<file path="src/rtl/branch_pred_if.sv">
// Branch predictor port bundle: fetch lookup, execute-stage update, table clear, statistics.
// Combinational lookup; updates and clear take effect at the next clock edge.
// No handshake: the predictor accepts one update per cycle and never stalls.
interface branch_pred_if #(
    parameter int XLEN   = 32,
    parameter int STAT_W = 32
);
    logic [XLEN-1:0]   PCF;
    logic              PredTakenF;
    logic              UpdValid;
    logic [XLEN-1:0]   UpdPC;
    logic              UpdTaken;
    logic              UpdPredTaken;
    logic              Clear;
    logic [STAT_W-1:0] BranchCount;
    logic [STAT_W-1:0] MispredCount;

    modport master (
        output PCF, UpdValid, UpdPC, UpdTaken, UpdPredTaken, Clear,
        input  PredTakenF, BranchCount, MispredCount
    );

    modport slave (
        input  PCF, UpdValid, UpdPC, UpdTaken, UpdPredTaken, Clear,
        output PredTakenF, BranchCount, MispredCount
    );
endinterface

</file>
<file path="src/rtl/branch_pred.sv">
// Saturating-counter direction predictor with misprediction statistics; BRANCH_PRED_GSHARE_EN selects gshare indexing.
// Latency: prediction is combinational from PCF; table/statistics updates visible one cycle after UpdValid.
// Backpressure: none; one resolved branch accepted every cycle, the fetch pipeline is never stalled.
module branch_pred #(
    parameter int XLEN    = 32,
    parameter int ENTRIES = 64,
    parameter int CTR_W   = 2,
    parameter int STAT_W  = 32
) (
    input logic          clk,
    input logic          rst,
    branch_pred_if.slave bp
);
    localparam int IDX_W = $clog2(ENTRIES);
    localparam logic [CTR_W-1:0]  CTR_MAX  = {CTR_W{1'b1}};
    localparam logic [CTR_W-1:0]  WEAK_NT  = {1'b0, {(CTR_W-1){1'b1}}};
    localparam logic [STAT_W-1:0] STAT_MAX = {STAT_W{1'b1}};

    logic [CTR_W-1:0]  ctrTable [ENTRIES];
    logic [IDX_W-1:0]  lookIdx;
    logic [IDX_W-1:0]  updIdx;
    logic [CTR_W-1:0]  updCur;
    logic [CTR_W-1:0]  updNext;
    logic [STAT_W-1:0] branchCnt;
    logic [STAT_W-1:0] mispredCnt;
    logic              unusedPcBits;

    // Only the word-aligned index bits of either PC select a counter.
    assign unusedPcBits = ^{bp.PCF[XLEN-1:IDX_W+2], bp.PCF[1:0],
                            bp.UpdPC[XLEN-1:IDX_W+2], bp.UpdPC[1:0]};

`ifdef BRANCH_PRED_GSHARE_EN
    logic [IDX_W-1:0] histQ;

    // Non-speculative history: only resolved branches shift in.
    always_ff @(posedge clk or negedge rst) begin
        if (!rst) begin
            histQ <= '0;
        end else if (bp.Clear) begin
            histQ <= '0;
        end else if (bp.UpdValid) begin
            histQ <= {histQ[IDX_W-2:0], bp.UpdTaken};
        end
    end

    assign lookIdx = bp.PCF[IDX_W+1:2] ^ histQ;
    assign updIdx  = bp.UpdPC[IDX_W+1:2] ^ histQ;
`else
    assign lookIdx = bp.PCF[IDX_W+1:2];
    assign updIdx  = bp.UpdPC[IDX_W+1:2];
`endif

    assign bp.PredTakenF = ctrTable[lookIdx][CTR_W-1];
    assign updCur        = ctrTable[updIdx];

    always_comb begin
        updNext = updCur;
        if (bp.UpdTaken) begin
            if (updCur != CTR_MAX) updNext = updCur + 1'b1;
        end else begin
            if (updCur != '0) updNext = updCur - 1'b1;
        end
    end

    // Clear outranks a same-cycle update so a context switch never inherits stale state.
    always_ff @(posedge clk or negedge rst) begin
        if (!rst) begin
            for (int i = 0; i < ENTRIES; i++) ctrTable[i] <= WEAK_NT;
        end else if (bp.Clear) begin
            for (int i = 0; i < ENTRIES; i++) ctrTable[i] <= WEAK_NT;
        end else if (bp.UpdValid) begin
            ctrTable[updIdx] <= updNext;
        end
    end

    always_ff @(posedge clk or negedge rst) begin
        if (!rst) begin
            branchCnt  <= '0;
            mispredCnt <= '0;
        end else if (bp.UpdValid) begin
            if (branchCnt != STAT_MAX) branchCnt <= branchCnt + 1'b1;
            if ((bp.UpdTaken != bp.UpdPredTaken) && (mispredCnt != STAT_MAX))
                mispredCnt <= mispredCnt + 1'b1;
        end
    end

    assign bp.BranchCount  = branchCnt;
    assign bp.MispredCount = mispredCnt;
endmodule

</file>
<file path="src/flat_wrapper.sv">
// flat-port wrapper written by rule: the top's interface ports become plain ports
module branch_pred_flat 
#(
    parameter int XLEN    = 32,
    parameter int ENTRIES = 64,
    parameter int CTR_W   = 2,
    parameter int STAT_W  = 32
)
  (clk, rst, bp_PCF, bp_UpdValid, bp_UpdPC, bp_UpdTaken, bp_UpdPredTaken, bp_Clear, bp_PredTakenF, bp_BranchCount, bp_MispredCount);
  branch_pred_if #(.XLEN(XLEN), .STAT_W(STAT_W)) bp_i ();
  input logic clk;
  input logic rst;
  input wire logic [$bits(bp_i.PCF)-1:0] bp_PCF;
  input wire logic [$bits(bp_i.UpdValid)-1:0] bp_UpdValid;
  input wire logic [$bits(bp_i.UpdPC)-1:0] bp_UpdPC;
  input wire logic [$bits(bp_i.UpdTaken)-1:0] bp_UpdTaken;
  input wire logic [$bits(bp_i.UpdPredTaken)-1:0] bp_UpdPredTaken;
  input wire logic [$bits(bp_i.Clear)-1:0] bp_Clear;
  output wire logic [$bits(bp_i.PredTakenF)-1:0] bp_PredTakenF;
  output wire logic [$bits(bp_i.BranchCount)-1:0] bp_BranchCount;
  output wire logic [$bits(bp_i.MispredCount)-1:0] bp_MispredCount;
  assign bp_i.PCF = bp_PCF;
  assign bp_i.UpdValid = bp_UpdValid;
  assign bp_i.UpdPC = bp_UpdPC;
  assign bp_i.UpdTaken = bp_UpdTaken;
  assign bp_i.UpdPredTaken = bp_UpdPredTaken;
  assign bp_i.Clear = bp_Clear;
  assign bp_PredTakenF = bp_i.PredTakenF;
  assign bp_BranchCount = bp_i.BranchCount;
  assign bp_MispredCount = bp_i.MispredCount;
  branch_pred #(.XLEN(XLEN), .ENTRIES(ENTRIES), .CTR_W(CTR_W), .STAT_W(STAT_W)) u_core (.clk(clk), .rst(rst), .bp(bp_i));
endmodule
</file>
<file path="config.mk">
export PLATFORM = sky130hd
export DESIGN_NAME = branch_pred_flat
export DESIGN_NICKNAME = d
export VERILOG_FILES = /design/src/rtl/branch_pred_if.sv /design/src/rtl/branch_pred.sv /design/src/flat_wrapper.sv
export SDC_FILE = /design/constraint.sdc
export NUM_CORES = 1
export LEC_CHECK = 0
export CORE_AREA = 2 2 142 144
export DETAILED_ROUTE_END_ITERATION = 10
export DIE_AREA = 0 0 144 146
export PLACE_DENSITY = 0.83
export SLEW_MARGIN = 20
export SYNTH_ARGS = -nofsm -noshare
export SYNTH_HDL_FRONTEND = slang
export SYNTH_SLANG_ARGS = --single-unit
</file>
<file path="constraint.sdc">
create_clock -name clk -period 4.75 [get_ports clk]
set_clock_uncertainty 0.15 [all_clocks]
set_input_delay 0.95 -clock clk [delete_from_list [all_inputs] [get_ports clk]]
set_output_delay 0.95 -clock clk [all_outputs]
set_load 0.05 [all_outputs]
</file>
==> qor.yml, run 1 <==
floorplan:
  die_width_um: 144
  die-area_mm2: 0.0210
  io_pins: 135
  floorplan.initialDensity_pct: 55.3
  core_area_mm2: 0.0193
  rows: 51
  die_h_um: 146
synthesis:
  syn_inst: 992
  synthFlopType: "dfrtp_1"
  synth_edf_count: 0
  syn_area_per_cell_um2: 10.8
  synth_common_cells: "152 x nor2_1, 128 x dfrtp_1, 104 x nand2_1"
  synth_most_common_cell: "nor2_1"
  yosys_warnings: 0
  synth_top_area_share_pct: 29.9
  synth.area.top_cells: "dfrtp_1 30%, dfstp_2 16%, mux4_2 8.2%"
  synth_top_area_cell: "dfrtp_1"
  seq_area_frac_synth_pct: 45.7
  ys_seq_elements: 192
  ys_types: 54
  synth_area_mm2: 0.0107
  synthArstFlopShare_pct: 100
  synth_fp_nets: 1064
detailed_routing:
  wl_met3_um: 2300
  wl_um: 26400
  vias: 8373
  top_layer_used: "met4"
  wl_per_cell_um: 19.8
  drtIter0Drc: 722
  firstDrtPassIters: 6
  via_per_inst: 6.27
  met1_length_um: 11100
  drcViolationCount: 0
  antenna_left: 0
  met2WireLength_um: 12400
run:
  maxCapViolCount: 0
sta:
  finalHoldViolations: 0
  hold_slack_ns: 0.342
  fmax_ghz: 0.220
  worst_pin_slew_ns: 1.05
  finalSetupViolCount: 0
  finalMaxSlewViolations: 0
  slew_headroom_pct: 29.7
  fin_setup_tns_ns: 0
  rsz0062_at_grt: "false"
  min_period_ns: 4.54
  post-route-period-util_pct: 95.5
clocking:
  clock_latency_ns: 0.43
  ctsResizeCount: 0
  cts_max_level: 4
  cts_buffer_depth: 2
  cts_buffers: 17
  cts_hold_buffers: 0
  postCtsSetupBuffers: 0
  cts_tree: "done"
  cts.sinks: 192
  clk_pin_slew_worst_paths_ns: 0.07
  ctsRootBufferMaster: "clkbuf_16"
placed_design:
  portBuffers: 82
  dpl.hpwl_um: 17400
  place_congestion: 0.898
setup_path:
  path_class: "input port to primary output"
  critical_path_arrival_ns: 3.44
  crit_path_start_kind: "input port"
  end_kind: "primary output"
  required_ns: 3.65
  crit_fanout: 16
min_path:
  worstHoldPathType: "flip-flop to flip-flop"
outcome:
  status: "finished clean"
pwr:
  p_per_area_mw_per_mm2: 328
  fin_total_pwr_w: 0.00408
  p_leak_nw: 4.79
  ir_drop_mv: 0.418
global_routing:
  grt_first_pass_wirelength_um: 43400
  overflow: 0
  grt_max_degree: 109
  antenna_found_initial: 0
  grt_pass1_vias: 8406
  grt_usage_pct: 26.2
layout:
  fill_cells: 1448
  layout.nets: 1130
  drive_above_1_share_pct: 22.9
  syn2layout_area_growth_pct: 16.3
  antennaDiodeCount: 0
==> cell type report <==
type	count	area, µm²	area share (%)
tap	265	332	2.67
sequential	192	4880	39.3
multi-input combinational	725	5410	43.5
clock buffer	20	457	3.67
inverter	7	26.3	0.211
clock inverter	12	204	1.64
timing repair buffer	115	1120	9.04
==> registers in the layout (all words and copies together), names as in the netlist <==
signal	count
u_core.bp.MispredCount	32
u_core.ctrTable	128
u_core.bp.BranchCount	32
==> metal layers <==
| metal | vias to the layer above | GRT usage, % |
|---|---|---|
| met1 | 4189 | 35.4 |
| li1 | 3768 | - |
| met2 | 355 | 40.5 |
| met5 | - | 0 |
| met4 | 0 | 9.02 |
| met3 | 61 | 7.50 |
==> cells by family (layout without fill, tap and decap cells) <==
logic type                 Yosys count  after routing  synth area share (%)
and+or+nand+nor                    430            430                  20.0
DFF                                192            192                  45.7
AOI/OAI and AO/OA                  169            169                  14.7
buffers and inverters               75            154                  3.85
xor gates and xnor gates            63             63                  5.16
muxes                               59             59                  10.2
adders and majority gates            4              4                 0.433
==> through the flow <==
stage	std cells	cell area, µm²	utilization [%]	setup slack, ns
floorplan	992	10700	-	0.129
CTS	1336	12400	64.3	0.221
finish	1336	12400	64.3	0.213
detailed placement	1304	11800	60.9	0.233
global route	1336	12400	64.3	0.170
global placement	1304	11800	60.9	0.252
==> layout by cell type (no fill, tap or decap), types with 14 or more instances in the layout <==
cell type / synthesis / final
dfrtp_1: 128 / 128
xor2_1: 20 / 20
xnor2_1: 43 / 43
nand4_1: 17 / 17
a22oi_2: 59 / 59
nand2_1: 104 / 104
mux4_2: 39 / 39
clkdlybuf4s50_1: 0 / 77
o31ai_1: 64 / 64
mux2i_1: 14 / 14
buf_4: 2 / 29
clkbuf_16: 0 / 17
dfstp_2: 64 / 64
nand3b_1: 67 / 67
nand3_1: 27 / 27
nor2_1: 152 / 152
==> path summary, 6_finish.rpt <==
path	startpoint	to	slack, ns	cells past startpoint
worst min register to register	u_core.bp.BranchCount[22]$_DFFE_PN0P_	u_core.bp.BranchCount[22]$_DFFE_PN0P_	0.34	1
worst max register to register	u_core.ctrTable[49]$_DFFE_PN0P_	u_core.ctrTable[99]$_DFFE_PN0P_	1.49	8
worst min-delay path	u_core.bp.BranchCount[22]$_DFFE_PN0P_	u_core.bp.BranchCount[22]$_DFFE_PN0P_	0.34	1
min in group asynchronous	rst	u_core.ctrTable[127]$_DFFE_PN0P_	0.47	1
max in group asynchronous	rst	u_core.ctrTable[36]$_DFFE_PN1P_	2.95	2
worst max-delay path	bp_PCF[2]	bp_PredTakenF	0.21	6
==> worst max-delay path, cell delays in order <==
cell and delay [ns]:
clkdlybuf4s50_1 0.52, buf_12 0.21, mux4_2 0.54, mux4_2 0.51, mux4_2 0.50, buf_4 0.21
==> power breakdown <==
| group | switching [W] | total, W | internal (W) | leakage (nW) |
|---|---|---|---|---|
| registers | 0.0000819 | 0.00178 | 0.00170 | 2.42 |
| logic | 0.000459 | 0.000689 | 0.000230 | 2.04 |
| clock network | 0.000637 | 0.00161 | 0.000968 | 0.325 |
| total | 0.00118 | 0.00408 | 0.00290 | 4.79 |
No activity file was read; power rests on OpenSTA's default activity.
==> run 2: changes to the inputs <==
Clock period 4.75 ns to 4.3 ns, I/O delays scaled along.
==> run 2 against run 1 <==
  * Flip-flop and latch count unchanged
  * Critical path depth unchanged
  * Worst hold slack got worse by 0.031 ns
  * Final cell count increased by 0.67%
  * Clock-buffer cell count decreased by 1
  * Via count about the same
  * Global-route usage increased by 0.53 points
  * Largest cell class unchanged
==> qor.yml, run 2 (synthesized netlist as in run 1, its figures left out) <==
setup_path:
  critical_path_arrival_ns: 3.16  # -0.28 ns
  reg2reg_from: "u_core.ctrTable[55]$_DFFE_PN0P_"
  crit_path_start_kind: "input port"
  required_ns: 3.29  # -0.36 ns
  crit_top_cell: "mux4_2"
  cpPeakStageDelay_ns: 0.54  # about the same
  r2r_setup_slack_ns: 1.21  # -0.28 ns
  end_kind: "primary output"
  rr_worst_depth: 8  # unchanged
  path_class: "input port to primary output"
  cp_cell_sequence: "dlygate4sd2_1, bufbuf_16, mux4_2, mux4_2, mux4_2, buf_4"
  r2r_end: "u_core.ctrTable[30]$_DFFE_PN1P_"
  crit_fanout: 8  # -8
  cp_slowest_cell: "mux4_2"
layout:
  fill_cells: 1489  # +2.8%
  regMostFlops: "u_core.ctrTable"
  final_common_cell: "nor2_1"
  fin_cells: 1345  # +0.67%
  drive_above_1_share_pct: 23.5  # +0.64 points
  largest_reg_flops: 128  # unchanged
  final_core_util_pct: 64.7  # +0.36 points
  antennaDiodeCount: 0  # unchanged
  most-common-layout-cells: "152 x nor2_1, 128 x dfrtp_1, 104 x nand2_1"
  syn2layout_area_growth_pct: 16.9
  layout.nets: 1139  # +0.80%
  fin_area_mm2: 0.0125  # +0.55%
global_routing:
  grt_pass1_vias: 8251  # -1.8%
  antenna_found_initial: 0  # unchanged
  grt_first_pass_wirelength_um: 43900  # +1.1%
  overflow: 0  # unchanged
  grt_usage_pct: 26.7  # +0.53 points
  grt_max_degree: 145  # +33%
pwr:
  ir_drop_mv: 0.471  # +13%
  p_leak_nw: 4.83  # +0.67%
  p_per_area_mw_per_mm2: 345  # +5.3%
placed_design:
  pre_cts_slack_ns: -0.0162  # -0.249 ns
  place_inst: 1312  # +0.61%
  place_congestion: 0.898  # about the same
  dpl.hpwl_um: 17700  # +1.9%
  dpl_cell_area_mm2: 0.0119  # +1.0%
  portBuffers: 82  # unchanged
clocking:
  cts_max_level: 4  # unchanged
  postCtsSetupBuffers: 0  # unchanged
  clock_latency_ns: 0.44  # about the same
  cts_hold_buffers: 0  # unchanged
  clk_pin_slew_worst_paths_ns: 0.06  # about the same
  cts_buffers: 17  # unchanged
  cts.sinks: 192  # unchanged
  ctsRootBufferMaster: "clkbuf_16"
  cts_buffer_depth: 2  # unchanged
  cts_tree: "done"
floorplan:
  die-area_mm2: 0.0210  # unchanged
  rows: 51  # unchanged
  core_area_mm2: 0.0193  # unchanged
  io_pins: 135  # unchanged
  floorplan.initialDensity_pct: 55.3  # unchanged
  die_width_um: 144  # unchanged
  die_h_um: 146  # unchanged
run:
  maxCapViolCount: 0  # unchanged
outcome:
  status: "finished clean"
sta:
  worst_pin_slew_ns: 0.903  # -0.148 ns
  fin_ws_ns: 0.133  # -0.0806 ns
  post-route-period-util_pct: 96.9
  rsz0062_at_grt: "false"
  finalHoldViolations: 0  # unchanged
  fin_setup_tns_ns: 0  # unchanged
  fmax_ghz: 0.240
  min_period_ns: 4.17
  slew_headroom_pct: 39.2  # +9.5 points
  finalMaxSlewViolations: 0  # unchanged
  finalSetupViolCount: 0  # unchanged
detailed_routing:
  wl_per_cell_um: 20.0  # +1.3%
  wl_um: 27000  # +1.9%
  firstDrtPassIters: 5  # -1
  antenna_left: 0  # unchanged
  vias: 8378  # +0.060%
  via_per_inst: 6.23  # -0.61%
  drcViolationCount: 0  # unchanged
  drtIter0Drc: 664  # -8.0%
min_path:
  worstHoldPathType: "input port to async pin"
[run 2: changes by cell type in the layout (fill, tap and decap cells not counted), moves of 3 or more]
cell | previous run | this run
bufinv_16 | 5 | 1
buf_4 | 29 | 32
clkinvlp_4 | 0 | 5
buf_12 | 5 | 10
[run 2: power by group]
part           internal, W  total (W)  leakage (nW)  switching (W)
sequential         0.00188    0.00197          2.42      0.0000903
combinational     0.000265   0.000772          2.13       0.000507
clock             0.000839    0.00158         0.271       0.000736
[run 2: metrics by stage]
stage	hold slack [ns]	total power [W]
floorplan	0.337	0.00249
global placement	0.327	0.00275
detailed placement	0.332	0.00276
CTS	0.346	0.00434
global route	0.369	0.00447
finish	0.311	0.00431
[run 2: final cells by class]
class	count	area, µm²	area share [%]
flip-flops and latches	192	4880	39.1
well taps	265	332	2.65
clock buffers	19	453	3.62
inverters	7	26.3	0.210
multi-input cells	725	5400	43.2
clock inverters	13	128	1.02
repair buffers	124	1280	10.2
[run 2: routing by layer]
layer | track usage [%] | part of all wire (%) | vias to the layer above
met2 | 40.8 | 46 | 385
met1 | 36.3 | 41 | 4113
li1 | - | - | 3798
met5 | 0 | 0 | -
met4 | 11.8 | 3.7 | 0
met3 | 6.48 | 8.6 | 82
[run 2: worst max path at each step]
stage,cells after the start,end,slack (ns),from
after floorplan,5,bp_PredTakenF,0.10,bp_PCF[2]
after global placement,6,bp_PredTakenF,-0.02,bp_PCF[2]
after detailed placement,6,bp_PredTakenF,-0.02,bp_PCF[2]
after CTS,6,bp_PredTakenF,0.12,bp_PCF[2]
after global routing,6,bp_PredTakenF,0.10,bp_PCF[2]
final,6,bp_PredTakenF,0.13,bp_PCF[2]
[run 2: repair_timing]
action	4_1_cts	5_1_grt
hold endpoints to repair	0	0
resized for setup	1	0
setup endpoints to repair	1	0
[run 2: critical path, delay by kind of cell]
family   cells  cell delay, ns
buf+inv      3            0.84
mux          3            1.46
==> run 3: changes to the inputs <==
--- a/config.mk
+++ b/config.mk
@@ -10,4 +10,3 @@
 export DIE_AREA = 0 0 144 146
-export PLACE_DENSITY = 0.83
-export SLEW_MARGIN = 20
+export PLACE_DENSITY = 0.9
 export SYNTH_ARGS = -nofsm -noshare
--- a/constraint.sdc
+++ b/constraint.sdc
@@ -4,2 +4,2 @@
 set_output_delay 0.86 -clock clk [all_outputs]
-set_load 0.05 [all_outputs]
+set_load 0.005 [all_outputs]
==> run 3 against run 2 <==
  * First-iteration DRC count up 40%
  * Fmax decreased by 0.71%
  * Setup slack got worse by 0.030 ns
  * Clock power shrank 4%
==> qor.yml, run 3 (synthesized netlist as in run 1, its figures left out) <==
global_routing:
  grt_pass1_vias: 8683  # +5.2%
  antenna_found_initial: 0  # unchanged
  grt_max_degree: 131  # -9.7%
  grt_usage_pct: 27.4  # +0.74 points
  grt_first_pass_wirelength_um: 45400  # +3.4%
  overflow: 0  # unchanged
setup_path:
  end_kind: "primary output"
  rr_worst_depth: 8  # unchanged
  crit_fanout: 8  # unchanged
  required_ns: 3.29  # about the same
  crit_path_start_kind: "input port"
  r2r_end: "u_core.ctrTable[7]$_DFFE_PN0P_"
  cp_cell_sequence: "buf_2, buf_12, mux4_2, mux4_2, mux4_2, clkdlybuf4s50_1"
  cp_slowest_cell: "mux4_2"
  r2r_setup_slack_ns: 1.19  # -0.02 ns
  reg2reg_from: "u_core.ctrTable[113]$_DFFE_PN0P_"
  critical_path_arrival_ns: 3.19  # +0.03 ns
  crit_top_cell: "mux4_2"
  cpPeakStageDelay_ns: 0.52  # -0.02 ns
  path_class: "input port to primary output"
detailed_routing:
  met2WireLength_um: 13300  # +6.3%
  vias: 8678  # +3.6%
  drtIter0Drc: 927  # +40%
  via_per_inst: 6.46  # +3.7%
  firstDrtPassIters: 9  # +4
  wl_um: 28100  # +4.2%
  antenna_left: 0  # unchanged
  met1_length_um: 10900  # -1.4%
  top_layer_used: "met4"
  wl_met3_um: 2580  # +11%
  drcViolationCount: 0  # unchanged
  wl_per_cell_um: 20.9  # +4.4%
min_path:
  min_to: "u_core.bp.MispredCount[31]$_DFFE_PN0P_"
  min_from: "u_core.bp.MispredCount[31]$_DFFE_PN0P_"
  hold_depth: 1
  worstHoldPathType: "flip-flop to flip-flop"
layout:
  final_common_cell: "nor2_1"
  layout.nets: 1137  # -0.18%
  final_core_util_pct: 64.4  # -0.25 points
  most-common-layout-cells: "152 x nor2_1, 128 x dfrtp_1, 104 x nand2_1"
  largest_reg_flops: 128  # unchanged
  syn2layout_area_growth_pct: 16.4
  antennaDiodeCount: 0  # unchanged
  drive_above_1_share_pct: 23.4  # -0.14 points
  regMostFlops: "u_core.ctrTable"
pwr:
  swShare_pct: 28.2  # -2.7 points
  pwr-share-seq_pct: 48.5  # +2.9 points
  p_leak_nw: 4.82  # -0.14%
  p_per_area_mw_per_mm2: 326  # -5.5%
  p_int_w: 0.00292  # -2.2%
  combPwrFrac_pct: 14.1  # -3.8 points
  ir_drop_mv: 0.278  # -41%
  p_clk_share_pct: 37.4  # +0.9 points
  fin_total_pwr_w: 0.00406  # -5.9%
  power_switching_w: 0.00115  # -14%
clocking:
  clk_pin_slew_worst_paths_ns: 0.07  # about the same
  postCtsSetupBuffers: 0  # unchanged
  clock_latency_ns: 0.44  # about the same
  cts_buffer_depth: 2  # unchanged
  cts_tree: "done"
  ctsRootBufferMaster: "clkbuf_16"
  cts_max_level: 4  # unchanged
  cts.sinks: 192  # unchanged
  cts_hold_buffers: 0  # unchanged
  cts_buffers: 17  # unchanged
sta:
  slew_headroom_pct: 35.9  # -3.4 points
  fmax_ghz: 0.238  # -0.71%
  finalHoldViolations: 0  # unchanged
  min_period_ns: 4.20  # +0.0297 ns
  hold_slack_ns: 0.344  # +0.0337 ns
  post-route-period-util_pct: 97.6  # +0.69 points
  rsz0062_at_grt: "false"
  finalMaxSlewViolations: 0  # unchanged
  worst_pin_slew_ns: 0.953  # +0.0502 ns
  finalSetupViolCount: 0  # unchanged
placed_design:
  place_congestion: 0.893  # -0.50%
  dpl.hpwl_um: 18500  # +4.4%
  portBuffers: 82  # unchanged
run:
  maxCapViolCount: 0  # unchanged
floorplan:
  die-area_mm2: 0.0210  # unchanged
  floorplan.initialDensity_pct: 55.3  # unchanged
  rows: 51  # unchanged
  core_area_mm2: 0.0193  # unchanged
  die_h_um: 146  # unchanged
  io_pins: 135  # unchanged
  die_width_um: 144  # unchanged
outcome:
  status: "finished clean"
==> run 3: timing repair <==
| item | in CTS | in global routing |
|---|---|---|
| resized for setup | 4 | 3 |
| setup endpoints to repair | 1 | 1 |
| cloned | 1 | 1 |
| pin swaps | 0 | 0 |
==> run 3: how the worst max path moves through the flow <==
stage	endpoint	startpoint	cells after the start	slack, ns
4_1_cts	bp_PredTakenF	bp_PCF[3]	6	0.002
2_1_floorplan	bp_PredTakenF	bp_PCF[2]	5	0.02
3_5_place_dp	bp_PredTakenF	bp_PCF[2]	6	-0.24
3_3_place_gp	bp_PredTakenF	bp_PCF[2]	6	-0.23
6_report	bp_PredTakenF	bp_PCF[2]	6	0.10
5_1_grt	bp_PredTakenF	bp_PCF[2]	6	0.05
==> run 3: worst max-delay path, delay by kind of cell <==
kind                   cells  cell delay, ns
buffers and inverters      3            0.83
muxes                      3            1.50
==> run 3: cell type report <==
class	count	area (µm²)
repair buffers	122	1250
clock inverters	14	119
flip-flops and latches	192	4880
well taps	265	332
multi-input cells	725	5400
inverters	7	26.3
clock buffers	18	439
fillers	1411	6880
==> run 3: metrics by stage <==
step                      std cells  setup WS (ns)  cell area [µm²]  TNS, ns
after floorplan                 992         0.0181            10700        0
after global placement         1309         -0.228            11800   -0.228
after detailed placement       1309         -0.241            11800   -0.241
after CTS                      1342        0.00150            12400        0
after global routing           1343         0.0510            12500        0
final                          1343          0.103            12500        0
==> run 3: power by group through the flow <==
stage | Sequential [W] | Combinational, W | Clock (W)
floorplan | 0.00198 | 0.000301 | 0
global placement | 0.00199 | 0.000544 | 0
detailed placement | 0.00199 | 0.000560 | 0
CTS | 0.00197 | 0.000568 | 0.00154
global route | 0.00198 | 0.000616 | 0.00162
finish | 0.00197 | 0.000573 | 0.00152
==> run 3: per-layer routing <==
layer,global-route usage (%),up-vias
met5,0,-
met4,12.3,0
met3,7.63,135
met2,42.6,515
met1,35.9,4244
li1,-,3784
